--- config.mk ---
export PLATFORM = sky130hd
export DESIGN_NAME = ct_had_dbg_reqctrl
export DESIGN_NICKNAME = d
export VERILOG_FILES = /design/src/rtl/ct_had_dbg_reqctrl.sv
export SDC_FILE = /design/constraint.sdc
export NUM_CORES = 1
export LEC_CHECK = 0
export BUFFER_PORTS_ARGS = -buffer_cell sky130_fd_sc_hd__buf_4
export CAP_MARGIN = 30
export CORE_MARGIN = 2
export CORE_UTILIZATION = 46
export CTS_CLUSTER_SIZE = 30
export DETAILED_ROUTE_END_ITERATION = 10
export HOLD_SLACK_MARGIN = 0.1
export PLACE_DENSITY_LB_ADDON = 0.12
export SLEW_MARGIN = 10
export SYNTH_ARGS = -nofsm -noshare
export SYNTH_HDL_FRONTEND = slang
export SYNTH_SLANG_ARGS = --single-unit
--- constraint.sdc ---
create_clock -name cpuclk -period 1.35 [get_ports cpuclk]
set_input_delay 0.3375 -clock cpuclk [delete_from_list [all_inputs] [get_ports cpuclk]]
set_output_delay 0.3375 -clock cpuclk [all_outputs]
set_load 0.005 [all_outputs]
--- src/rtl/ct_had_dbg_reqctrl.sv ---
// Debug halt/resume request controller: turns synchronized halt/resume events into
// level requests to the core, waits for the core_halted acknowledge, and flags timeouts.
module ct_had_dbg_reqctrl #(
    parameter int unsigned TIMEOUT = 200,
    parameter int unsigned CNT_W   = 8
) (
    input  logic       cpuclk,
    input  logic       cpurst,
    input  logic       halt_pulse,
    input  logic       resume_pulse,
    input  logic       core_halted,
    input  logic       err_clr,
    output logic       halt_req,
    output logic       resume_req,
    output logic [1:0] dbg_state,
    output logic       halt_done,
    output logic       resume_done,
    output logic       timeout_err
);

    typedef enum logic [1:0] {
        RUN        = 2'b00,
        HALT_REQ   = 2'b01,
        HALTED     = 2'b10,
        RESUME_REQ = 2'b11
    } state_t;

    localparam logic [CNT_W-1:0] CNT_LAST = CNT_W'(TIMEOUT - 1);

    state_t           state;
    logic [CNT_W-1:0] cnt;

    assign dbg_state = 2'(state);

    // Request outputs are registered alongside the state so they equal a decode of it.
    always_ff @(posedge cpuclk) begin
        if (cpurst) begin
            state       <= RUN;
            cnt         <= '0;
            halt_req    <= 1'b0;
            resume_req  <= 1'b0;
            halt_done   <= 1'b0;
            resume_done <= 1'b0;
            timeout_err <= 1'b0;
        end else begin
            halt_done   <= 1'b0;
            resume_done <= 1'b0;
            cnt         <= '0;
            if (err_clr) begin
                timeout_err <= 1'b0;
            end
            case (state)
                RUN: begin
                    if (core_halted) begin
                        state     <= HALTED;
                        halt_done <= 1'b1;
                    end else if (halt_pulse) begin
                        state    <= HALT_REQ;
                        halt_req <= 1'b1;
                    end
                end
                HALT_REQ: begin
                    if (core_halted) begin
                        state     <= HALTED;
                        halt_req  <= 1'b0;
                        halt_done <= 1'b1;
                    end else if (resume_pulse) begin
                        state    <= RUN;
                        halt_req <= 1'b0;
                    end else if (cnt == CNT_LAST) begin
                        // Timeout wins over a same-cycle err_clr.
                        state       <= RUN;
                        halt_req    <= 1'b0;
                        timeout_err <= 1'b1;
                    end else begin
                        cnt <= cnt + CNT_W'(1);
                    end
                end
                HALTED: begin
                    if (!core_halted) begin
                        state <= RUN;
                    end else if (resume_pulse) begin
                        state      <= RESUME_REQ;
                        resume_req <= 1'b1;
                    end
                end
                RESUME_REQ: begin
                    if (!core_halted) begin
                        state       <= RUN;
                        resume_req  <= 1'b0;
                        resume_done <= 1'b1;
                    end else if (cnt == CNT_LAST) begin
                        state       <= HALTED;
                        resume_req  <= 1'b0;
                        timeout_err <= 1'b1;
                    end else begin
                        cnt <= cnt + CNT_W'(1);
                    end
                end
            endcase
        end
    end

endmodule

; ---- Word-level counts from Yosys, hierarchy flattened
; Cells that the tools add are included.
[word_totals]
input_bits = 6
elab_cells = 64
out_inout_bits = 7
register_bits = 15
[classes]
n_mux = 33
reduce_logical = 9
bitwise = 2
add_sub_neg = 1
eq_ne = 12
[ops]
columns = op, count
row1 = 8-bit two-way mux, 4
row2 = 2-bit two-way mux, 9
row3 = 8-bit one-hot mux with 2 select lines, 1
row4 = 1-bit two-way mux, 15
row5 = 4-bit AND reduction, 3
row6 = "3-bit inequality test, second input constant", 3
row7 = "8-bit by 1-bit adder with 8-bit output, second input constant", 1
row8 = "8-bit equality test, second input constant", 1
row9 = "2-bit inequality test, second input constant", 4
row10 = 2-bit one-hot mux with 4 select lines, 1
row11 = 1-bit one-hot mux with 2 select lines, 3
row12 = 2-bit OR reduction, 3
row13 = "2-bit equality test, second input constant", 2
row14 = "4-bit inequality test, second input constant", 1
row15 = 2-bit nonzero test, 2
row16 = "2-bit by 1-bit equality test with 1-bit output, second input constant", 1
row17 = 2-bit logical NOT, 1
row18 = 1-bit NOT, 2

; ---- Longest topological paths before layout
; Gate-level depths: netlist of the first run.
[depth]
word_depth = 5
depth_mapped = 5
depth_no_buf = 4

; ---- Worst setup path after synthesis of the first run
; No wires, ideal clock.
[synth_path]
kind = input to register
start = in core_halted
end = reg cnt[1]
t_arrival_ps = 1373
t_required_ps = 1278
path_buffers = 2
path_stages = 5
setup_ps = 72
setup_slack_ps = -95
cell_sequence = buf_6 > or3_4 > a211o_1 > buf_6 > nor3b_2
[synth_via]
elab_chain_cells = 2
word_cells_on_any_way = 3
cone_classes = mux: 3
[synth_lines]
columns = element, line_no
row1 = start: declaration, 11  ; input logic core_halted,
row2 = 8-bit two-way mux (on tied branches), "88, 63"
row3 = 8-bit one-hot mux with 2 select lines *, 52  ; case (state)
row4 = end signal: assignment, 76  ; cnt <= cnt + CNT_W'(1);
row5 = end signal: assignment, 97  ; cnt <= cnt + CNT_W'(1);
row6 = end: declaration, 31  ; logic [CNT_W-1:0] cnt;
; Mark *: on every way between the ends. The rest lies on a longest branch, timed or not.
; A chain may end at the register's enable or synchronous reset.

; ---- Final worst setup path of the first run
[layout_path]
start = reg cnt[5]
end = reg cnt[7]
[layout_via]
elab_chain_cells = 5
word_cells_on_any_way = 7
cone_classes = add/sub: 1 / eq/ne: 1 / mux: 5
[layout_lines]
columns = element, line_no
row1 = 8-bit by 1-bit adder with 8-bit output / 8-bit equality test (equally long branches), n/a
row2 = 8-bit two-way mux *, "70, 92"
row3 = 8-bit two-way mux, 67  ; end else if (resume_pulse) begin
row4 = 8-bit two-way mux, 63  ; if (core_halted) begin
row5 = 8-bit one-hot mux with 2 select lines *, 52
; Marks and branches as above.

==> results of run 1 <==
-- cells by family after synthesis --
| group | Yosys count | synth area share [%] |
|---|---|---|
| xor gates and xnor gates | 3 | 3.79 |
| adders and majority gates | 1 | 1.80 |
| buffers and inverters | 4 | 4.33 |
| DFF | 15 | 43.3 |
| and+or+nand+nor | 35 | 31.0 |
| AOI/OAI and AO/OA | 14 | 15.7 |
-- what timing repair did --
item,in CTS,in global routing
pin swaps,6,8
endpoints found under the hold margin,0,0
gates cloned,1,0
setup endpoints to repair,8,6
resized for setup,4,3
-- cell type report --
type / count / area (sq um) / share of cell area [%]
Clock buffer: 3 / 22.5 / 2.42
Clock inverter: 1 / 5.00 / 0.537
Inverter: 2 / 7.51 / 0.805
Multi-Input combinational cell: 54 / 410 / 44.0
Sequential cell: 15 / 302 / 32.3
Tap cell: 16 / 20.0 / 2.15
Timing Repair Buffer: 22 / 165 / 17.7
-- power by group through the flow --
stage               registers (mW)  logic [mW]  clock network, mW
floorplan                    0.470      0.0293                  0
global placement             0.466      0.0718                  0
detailed placement           0.466      0.0719                  0
CTS                          0.455      0.0787              0.265
global route                 0.457      0.0864              0.285
finish                       0.455      0.0783              0.251
-- Yosys cell counts (all sizes together) --
| cell type | count | area, sq um |
|---|---|---|
| dfxtp | 15 | 300 |
| o21ai | 7 | 35.0 |
| nor2 | 6 | 30.0 |
| nand2 | 5 | 18.8 |
| nand3 | 5 | 25.0 |
| nor3 | 4 | 25.0 |
| or3 | 4 | 30.0 |
| nor2b | 3 | 18.8 |
| a211oi | 2 | 25.0 |
| buf | 2 | 22.5 |
| inv | 2 | 7.51 |
| nand4 | 2 | 12.5 |
| nor3b | 2 | 20.0 |
| xor2 | 2 | 17.5 |
| a2111oi | 1 | 15.0 |
| a211o | 1 | 8.76 |
| a311oi | 1 | 8.76 |
| a31oi | 1 | 6.26 |
| and2 | 1 | 6.26 |
| and3 | 1 | 6.26 |
| ha | 1 | 12.5 |
| nor4b | 1 | 8.76 |
| o21ba | 1 | 10.0 |
| or4b | 1 | 13.8 |
| xnor2 | 1 | 8.76 |
-- worst max-delay path: cells and delay by family (launching register included) --
kind | cells | cell delay [ps]
compound gates | 1 | 70
flops | 1 | 330
simple gates | 2 | 850
-- metal layers --
layer,wire [um],part of all wire [%],track usage (%),vias up
met5,0,0,0,-
met2,621,47,24.8,16
met3,84,6.4,2.98,5
met1,570,43,21.1,280
met4,42,3.2,11.3,0
li1,-,-,-,315
-- final timing paths --
path,start,endpoint,cells after the start
hold / removal,cpurst,halt_req,2
hold reg to reg,cnt[0],cnt[0],1
setup reg to reg,cnt[5],cnt[7],3
setup / recovery,cnt[5],cnt[7],3
-- registers in the layout (all words and copies together), names as in the netlist --
register and cells:
timeout_err 1, cnt 8, resume_done 1, halt_done 1, halt_req 1, dbg_state 2
resume_req 1
-- through the flow --
stage / instance area [sq um] / setup slack (ps) / utilization, %
global placement: 861 / -147 / 59.2
detailed placement: 861 / -150 / 59.2
finish: 932 / -6.52 / 64.1
floorplan: 702 / -24.4 / -
global route: 932 / -35.3 / 64.1
CTS: 925 / 5.41 / 63.6
==> impl_metrics.ini, run 1 <==
[run_status]
outcome = finished, violations left
violations = setup timing

[sta]
fmax_ghz = 0.737
hold_slack_ps = 281
tightest_slew_ps = 241
rsz0062_at_grt = yes
finalCritPeriodShare_pct = 100
maxSlewHeadroom_pct = 83.7
fin_ws_ps = -6.52
setup-violations-final = 3
drv_slew = 0
hold_viol_final = 0
skew_ps = 0.695
fin_setup_tns_ps = -7.77
fin_crit_ps = 1360

[clock_network]
cts_buffers = 3
cts_tree = yes
cts-root-buf = clkbuf_4
postCtsSetupBuffers = 0
cts_max_level = 1
clock_sink_count = 15
cts_buffer_depth = 2
hold_buffers = 0
path_clk_slew_ps = 90
clock_latency_ps = 280

[run]
maxCapViolCount = 0

[global_route]
grtUsageTotal_pct = 16.5
grt_pass1_vias = 547
grt_pass1_wl_mm = 2.24
grt_max_degree = 10
overflow = 0
grt_antenna_before_repair = 0

[setup_path]
path_class = flip-flop to flip-flop
cp_cell_sequence = or4b_4 > nor2_4 > a211oi_2
critical_path_required_ps = 1520
cp_slowest_cell = or4b_4
worstSetupStartpointType = flip-flop
slowest_delay_ps = 590
r2r_slack_ps = -7
arrival_ps = 1530
crit_fanout = 6
end_kind = flip-flop

[die]
die_h_um = 42.8
die_area_sq_um = 1830
ios = 13
rows = 14
initial_utilization_pct = 47.7
chipWidth_um = 42.8
coreArea_sq_um = 1450

[routing]
ant_nets = 0
drt_pass1_iterations = 4
drc = 0
wirelength_mm = 1.32
routedWlPerCell_um = 11.7
num_vias = 616
drtIter0Drc = 6
via_per_inst = 5.45

[cells_and_area]
diodes = 0
final_layout_size_suffix_gt1_share_pct = 42.3
fill_cells = 138
layout_commonest_cell = buf_4
syn_to_final_growth_pct = 34.5
layoutNonFillerInstCount = 113
most-common-layout-cells = buf_4 (22), dfxtp_1 (14), o21ai_0 (6)
nNetsFinal = 105

[power_and_ir_drop]
p_int_mw = 0.604
seqPwrFrac_pct = 58.0
p_leak_nw = 0.346
netSwitchingFraction_pct = 23.1
p_switching_mw = 0.181
power_per_cell_area_nw_per_um2 = 842
power_mw = 0.785
p_clk_share_pct = 32.0
comb_power_share_pct = 10.0
ir_drop_uv = 589

[logic_synthesis]
syn_nets = 79
seq_area_frac_synth_pct = 43.3
synthDistinctLibCells = 30
synth_cells = 72
syn_area_sq_um = 693
ys_ff_latch = 15
avgSynthCellArea_sq_um = 9.63
yosysWarningCount = 0

[place]
port_buffers = 12
gp_congestion = 0.758
hpwl_um = 965
dp.cells = 108

[hold_path]
hold_path.class = primary input to flip-flop
No activity file was read; power rests on OpenSTA's default activity.
==> inputs of run 2 (changes only) <==
--- a/config.mk
+++ b/config.mk
@@ -8,7 +8,8 @@
 export BUFFER_PORTS_ARGS = -buffer_cell sky130_fd_sc_hd__buf_4
 export CAP_MARGIN = 30
 export CORE_MARGIN = 2
-export CORE_UTILIZATION = 46
+export CORE_UTILIZATION = 50
+export CTS_BUF_LIST = sky130_fd_sc_hd__clkbuf_4 sky130_fd_sc_hd__clkbuf_8
 export CTS_CLUSTER_SIZE = 30
 export DETAILED_ROUTE_END_ITERATION = 10
 export HOLD_SLACK_MARGIN = 0.1
==> impl_metrics.ini, run 2 (synthesized netlist as in run 1, its figures left out) <==
[clock_network]
path_clk_slew_ps = 90
cts-root-buf = clkbuf_4
cts_max_level = 1
cts_tree = yes
hold_buffers = 0
cts_buffer_depth = 2
clock_sink_count = 15
postCtsSetupBuffers = 0
cts_buffers = 3
clock_latency_ps = 280

[place]
gp_congestion = 0.709
port_buffers = 12
hpwl_mm = 1.00
dp.cells = 106

[die]
die_h_um = 41.2
initial_utilization_pct = 53.3
coreArea_sq_um = 1300
die_area_sq_um = 1700
rows = 13
ios = 13
chipWidth_um = 41.2

[sta]
tightest_slew_ps = 282
hold_slack_ps = 277
fmax_ghz = 0.743
setup-violations-final = 0
skew_ps = 7.68
maxSlewHeadroom_pct = 80.9
finalCritPeriodShare_pct = 99.6
fin_setup_tns_ps = 0
hold_viol_final = 0
fin_crit_ps = 1350
rsz0062_at_grt = yes
drv_slew = 0

[power_and_ir_drop]
p_leak_nw = 0.339
power_per_cell_area_nw_per_um2 = 875
power_mw = 0.806
ir_drop_uv = 580

[global_route]
grt_pass1_vias = 528
grt_pass1_wl_mm = 2.35
grtUsageTotal_pct = 21.5
grt_antenna_before_repair = 0
grt_max_degree = 9
overflow = 0

[routing]
routedWlPerCell_um = 13.1
num_vias = 615
ant_nets = 0
wirelength_mm = 1.46
drt_pass1_iterations = 4
drc = 0
via_per_inst = 5.54
drtIter0Drc = 9

[cells_and_area]
largest_reg_flops = 8
layoutNonFillerInstCount = 111
register_area_sq_um = 300
utilization_pct = 70.8
most-common-layout-cells = buf_4 (21), dfxtp_1 (15), nand2_1 (5), o21ai_0 (5), nor2_1 (5)
layout_commonest_cell = buf_4
nNetsFinal = 104
regMostFlops = cnt
fill_cells = 112
syn_to_final_growth_pct = 32.9
diodes = 0
multi_input_area_sq_um = 407
final_layout_size_suffix_gt1_share_pct = 39.6

[setup_path]
crit_fanout = 6
path_class = flip-flop to flip-flop
critical_path_required_ps = 1510
arrival_ps = 1510
worstSetupStartpointType = flip-flop
r2r_slack_ps = 5
end_kind = flip-flop

[run]
maxCapViolCount = 0

[run_status]
outcome = complete, no violations

[hold_path]
hold_path.class = primary input to flip-flop
run 2: cell count changes in the layout (fill, tap and decap cells not counted):
cell,previous run,this run
buf_4,22,21
clkinv_2,1,0
o21ai_1,0,2
clkbuf_4,3,4
dfxtp_1,14,15
o21ai_2,1,0
o21ai_0,6,5
dfxtp_2,1,0
run 2: worst paths after layout:
path	from	endpoint	depth (start not counted)
setup / recovery	cnt[3]	cnt[5]	3
hold / removal	cpurst	halt_req	2
setup reg to reg	cnt[3]	cnt[5]	3
hold reg to reg	cnt[0]	cnt[0]	1
run 2: critical path: stages (launching register included):
cell      delay (ps)
dfxtp_1          320
or4b_4           600
nor2_4           250
a211oi_2          70
run 2: area by class of cell:
class                           instances  area share, %
Clock buffer                            4           3.26
Inverter                                2          0.815
Timing Repair Buffer                   21           17.1
Multi-Input combinational cell         54           44.2
Tap cell                               15           2.04
Sequential cell                        15           32.6
run 2: through the flow:
stage                     setup slack [ps]  instance area [sq um]
after floorplan                      -24.4                    702
after global placement                -136                    852
after detailed placement              -177                    852
after CTS                             7.38                    918
after global routing                 -40.4                    921
final                                 4.75                    921
run 2: power breakdown:
group          leakage [nW]  internal (mW)  total, mW  switching, mW
Combinational         0.199         0.0400     0.0748         0.0348
Sequential            0.122          0.451      0.458        0.00688
Clock                0.0184          0.135      0.273          0.139
Total                 0.339          0.626      0.806          0.180
run 2: metal layers:
metal / wire [um] / GRT usage [%] / share of wire (%)
met1: 695 / 26.1 / 48
met3: 71 / 4.89 / 4.9
met2: 663 / 35.5 / 45
met4: 28 / 9.68 / 1.9
met5: 0 / 0 / 0
run 2: repair_timing:
action / in CTS / in global routing
gates resized for setup: 4 / 2
endpoints found under the setup margin: 7 / 9
endpoints found under the hold margin: 0 / 0
pin swaps: 6 / 6
cloned: 1 / 0
==> inputs of run 3 (changes only) <==
--- a/config.mk
+++ b/config.mk
@@ -5,6 +5,7 @@
 export SDC_FILE = /design/constraint.sdc
 export NUM_CORES = 1
 export LEC_CHECK = 0
+export ABC_AREA = 1
 export BUFFER_PORTS_ARGS = -buffer_cell sky130_fd_sc_hd__buf_4
 export CAP_MARGIN = 30
 export CORE_MARGIN = 2
@@ -13,7 +14,7 @@
 export CTS_CLUSTER_SIZE = 30
 export DETAILED_ROUTE_END_ITERATION = 10
 export HOLD_SLACK_MARGIN = 0.1
-export PLACE_DENSITY_LB_ADDON = 0.12
+export PLACE_DENSITY = 0.87
 export SLEW_MARGIN = 10
 export SYNTH_ARGS = -nofsm -noshare
 export SYNTH_HDL_FRONTEND = slang
==> impl_metrics.ini, run 3 <==
[run_status]
outcome = complete, no violations

[setup_path]
path_class = flip-flop to primary output
reg2reg_depth = 8
crit_family = flip-flops
slowest_delay_ps = 480
cp_cell_sequence = buf_4
r2r-start = cnt[0]
r2r_slack_ps = 120
critical_path_required_ps = 1010
end_kind = primary output
crit_fanout = 8
worstSetupStartpointType = flip-flop
r2r-end = dbg_state[0]
cp_slowest_cell = dfxtp_1
arrival_ps = 930
critPathBufInv = 1

[place]
dp.cells = 119
port_buffers = 12
hpwl_um = 920
gp_congestion = 0.828
post-place-ws_ps = 121

[clock_network]
cts_buffer_depth = 2
cts-root-buf = clkbuf_4
hold_buffers = 0
path_clk_slew_ps = 90
clock_latency_ps = 280
clock_sink_count = 15
cts_max_level = 1
cts_buffers = 3
cts_tree = yes

[sta]
skew_ps = 1.18
fin_setup_tns_ps = 0
hold_viol_final = 0
fmax_ghz = 0.788
maxSlewHeadroom_pct = 82.0
finalCritPeriodShare_pct = 94.0
fin_crit_ps = 1270
drv_slew = 0
fin_ws_ps = 81.5
tightest_slew_ps = 270
setup-violations-final = 0

[cells_and_area]
diodes = 0
regMostFlops = cnt
nNetsFinal = 116
layout_commonest_cell = nand2_1
utilization_pct = 63.4
largest_reg_flops = 8
most-common-layout-cells = nand2_1 (19), nor2_1 (15), dfxtp_1 (14)
final_layout_size_suffix_gt1_share_pct = 25.9
syn_to_final_growth_pct = 17.7
layoutNonFillerInstCount = 123

[routing]
drc = 0
via_per_inst = 4.92
routedWlPerCell_um = 10.4
num_vias = 605
drtIter0Drc = 3
drt_pass1_iterations = 4
ant_nets = 0
wirelength_mm = 1.28

[logic_synthesis]
synth_area_leader_cell = dfxtp_1
synth_top_family_by_area = simple AND/OR/NAND/NOR gates
avgSynthCellArea_sq_um = 7.45
yosysWarningCount = 0
synth_fa_ha_area_share_pct = 1.79
synthArstFlopShare_pct = 0
synth_xor_xnor_area_share_pct = 5.00
yosys-top-cells-area = dfxtp_1 (43%), nand2_1 (10%), nor2_1 (9.1%)
synth_cells = 94
synth_top_area_share_pct = 42.9
synthDistinctLibCells = 23
muxShareOfSynthArea_pct = 0
synth-simple-area-share_pct = 37.3
ys.flop_type = dfxtp_1
syn_nets = 101
seq_area_frac_synth_pct = 42.9
synth-edff-count = 0
synth_commonest_cells = nand2_1 (19), nor2_1 (17), dfxtp_1 (15), inv_1 (9), nand3_1 (6)
yosysMostFrequentCell = nand2_1
ys_ff_latch = 15
syn_area_sq_um = 701
synth_compound_gate_area_share_pct = 4.46

[hold_path]
hold_path_end = timeout_err
holdPathStages = 2
min-delay-start = cpurst
hold_path.class = primary input to flip-flop

[global_route]
grt_max_degree = 10
grt_pass1_wl_mm = 2.10
gr-max-usage-layer = met2
grt_antenna_before_repair = 0
grt_pass1_vias = 534
met2_usage_pct = 24.7
grtUsageTotal_pct = 16.0
grtUsageMet1_pct = 19.8
grt_use_met3_pct = 5.22
overflow = 0

[die]
die_h_um = 41.4
die_area_sq_um = 1720
ios = 13
coreArea_sq_um = 1300
chipWidth_um = 41.4
rows = 13
initial_utilization_pct = 53.8

[power_and_ir_drop]
power_per_cell_area_nw_per_um2 = 981
ir_drop_uv = 645
p_leak_nw = 0.366

[run]
maxCapViolCount = 0
==> run 3: cell types whose count changed in the layout (fill, tap and decap cells not counted), sizes merged, moves of 3 or more <==
cell,before,now
nor2,6,19
nor2b,3,0
o21ai,7,1
nand2,5,21
inv,2,11
or3,4,0
buf,21,12
==> run 3: power breakdown <==
part	internal, mW	leakage [nW]	switching, mW
clock	0.110	0.0177	0.147
sequential	0.453	0.122	0.0112
combinational	0.0408	0.226	0.0466
==> run 3: through the flow <==
step                power [mW]  area [sq um]  hold WS (ps)
finish                   0.808           825           272
global route             0.844           825           268
CTS                      0.819           818           261
detailed placement       0.559           791           438
global placement         0.558           791           422
floorplan                0.527           701           412
==> run 3: worst reg2reg max path: stages (launching register included) <==
cell and delay, ps:
dfxtp_2 350, ha_1 160, nand2_1 110, nor2_2 140, nand2_2 110, nand2_1 80
nand4_1 80, nand2_1 70, inv_1 30
==> run 3: per-layer routing <==
| layer | share of wire (%) | vias to the layer above |
|---|---|---|
| li1 | - | 321 |
| met1 | 47 | 271 |
| met2 | 49 | 11 |
| met3 | 3.5 | 2 |
| met4 | 0.78 | 0 |
| met5 | 0 | - |
==> run 3: kinds of logic after synthesis <==
group,count (synthesis)
AOI/OAI and AO/OA,5
xor gates and xnor gates,4
adders and majority gates,1
buffers and inverters,13
DFF,15
and+or+nand+nor,56
==> run 3: worst max-delay path by stage <==
stage / from / to / cells past startpoint
2_1_floorplan: cnt[0] / dbg_state[0] / 8
3_3_place_gp: cnt[0] / dbg_state[0] / 8
3_5_place_dp: cnt[0] / dbg_state[0] / 8
4_1_cts: dbg_state[1] / dbg_state[1] / 1
5_1_grt: cnt[0] / dbg_state[0] / 8
6_report: dbg_state[1] / dbg_state[1] / 1
==> run 3: final cells by class <==
type	instances	area (sq um)
Multi-Input combinational cell	66	345
Tap cell	15	18.8
Timing Repair Buffer	12	90.1
Clock inverter	1	5.00
Clock buffer	3	22.5
Fill cell	114	477
Inverter	11	41.3
Sequential cell	15	302
==> run 3: timing repair <==
action	4_1_cts	5_1_grt
resized for setup	0	3
buffers inserted	0	0
setup endpoints to repair	0	3
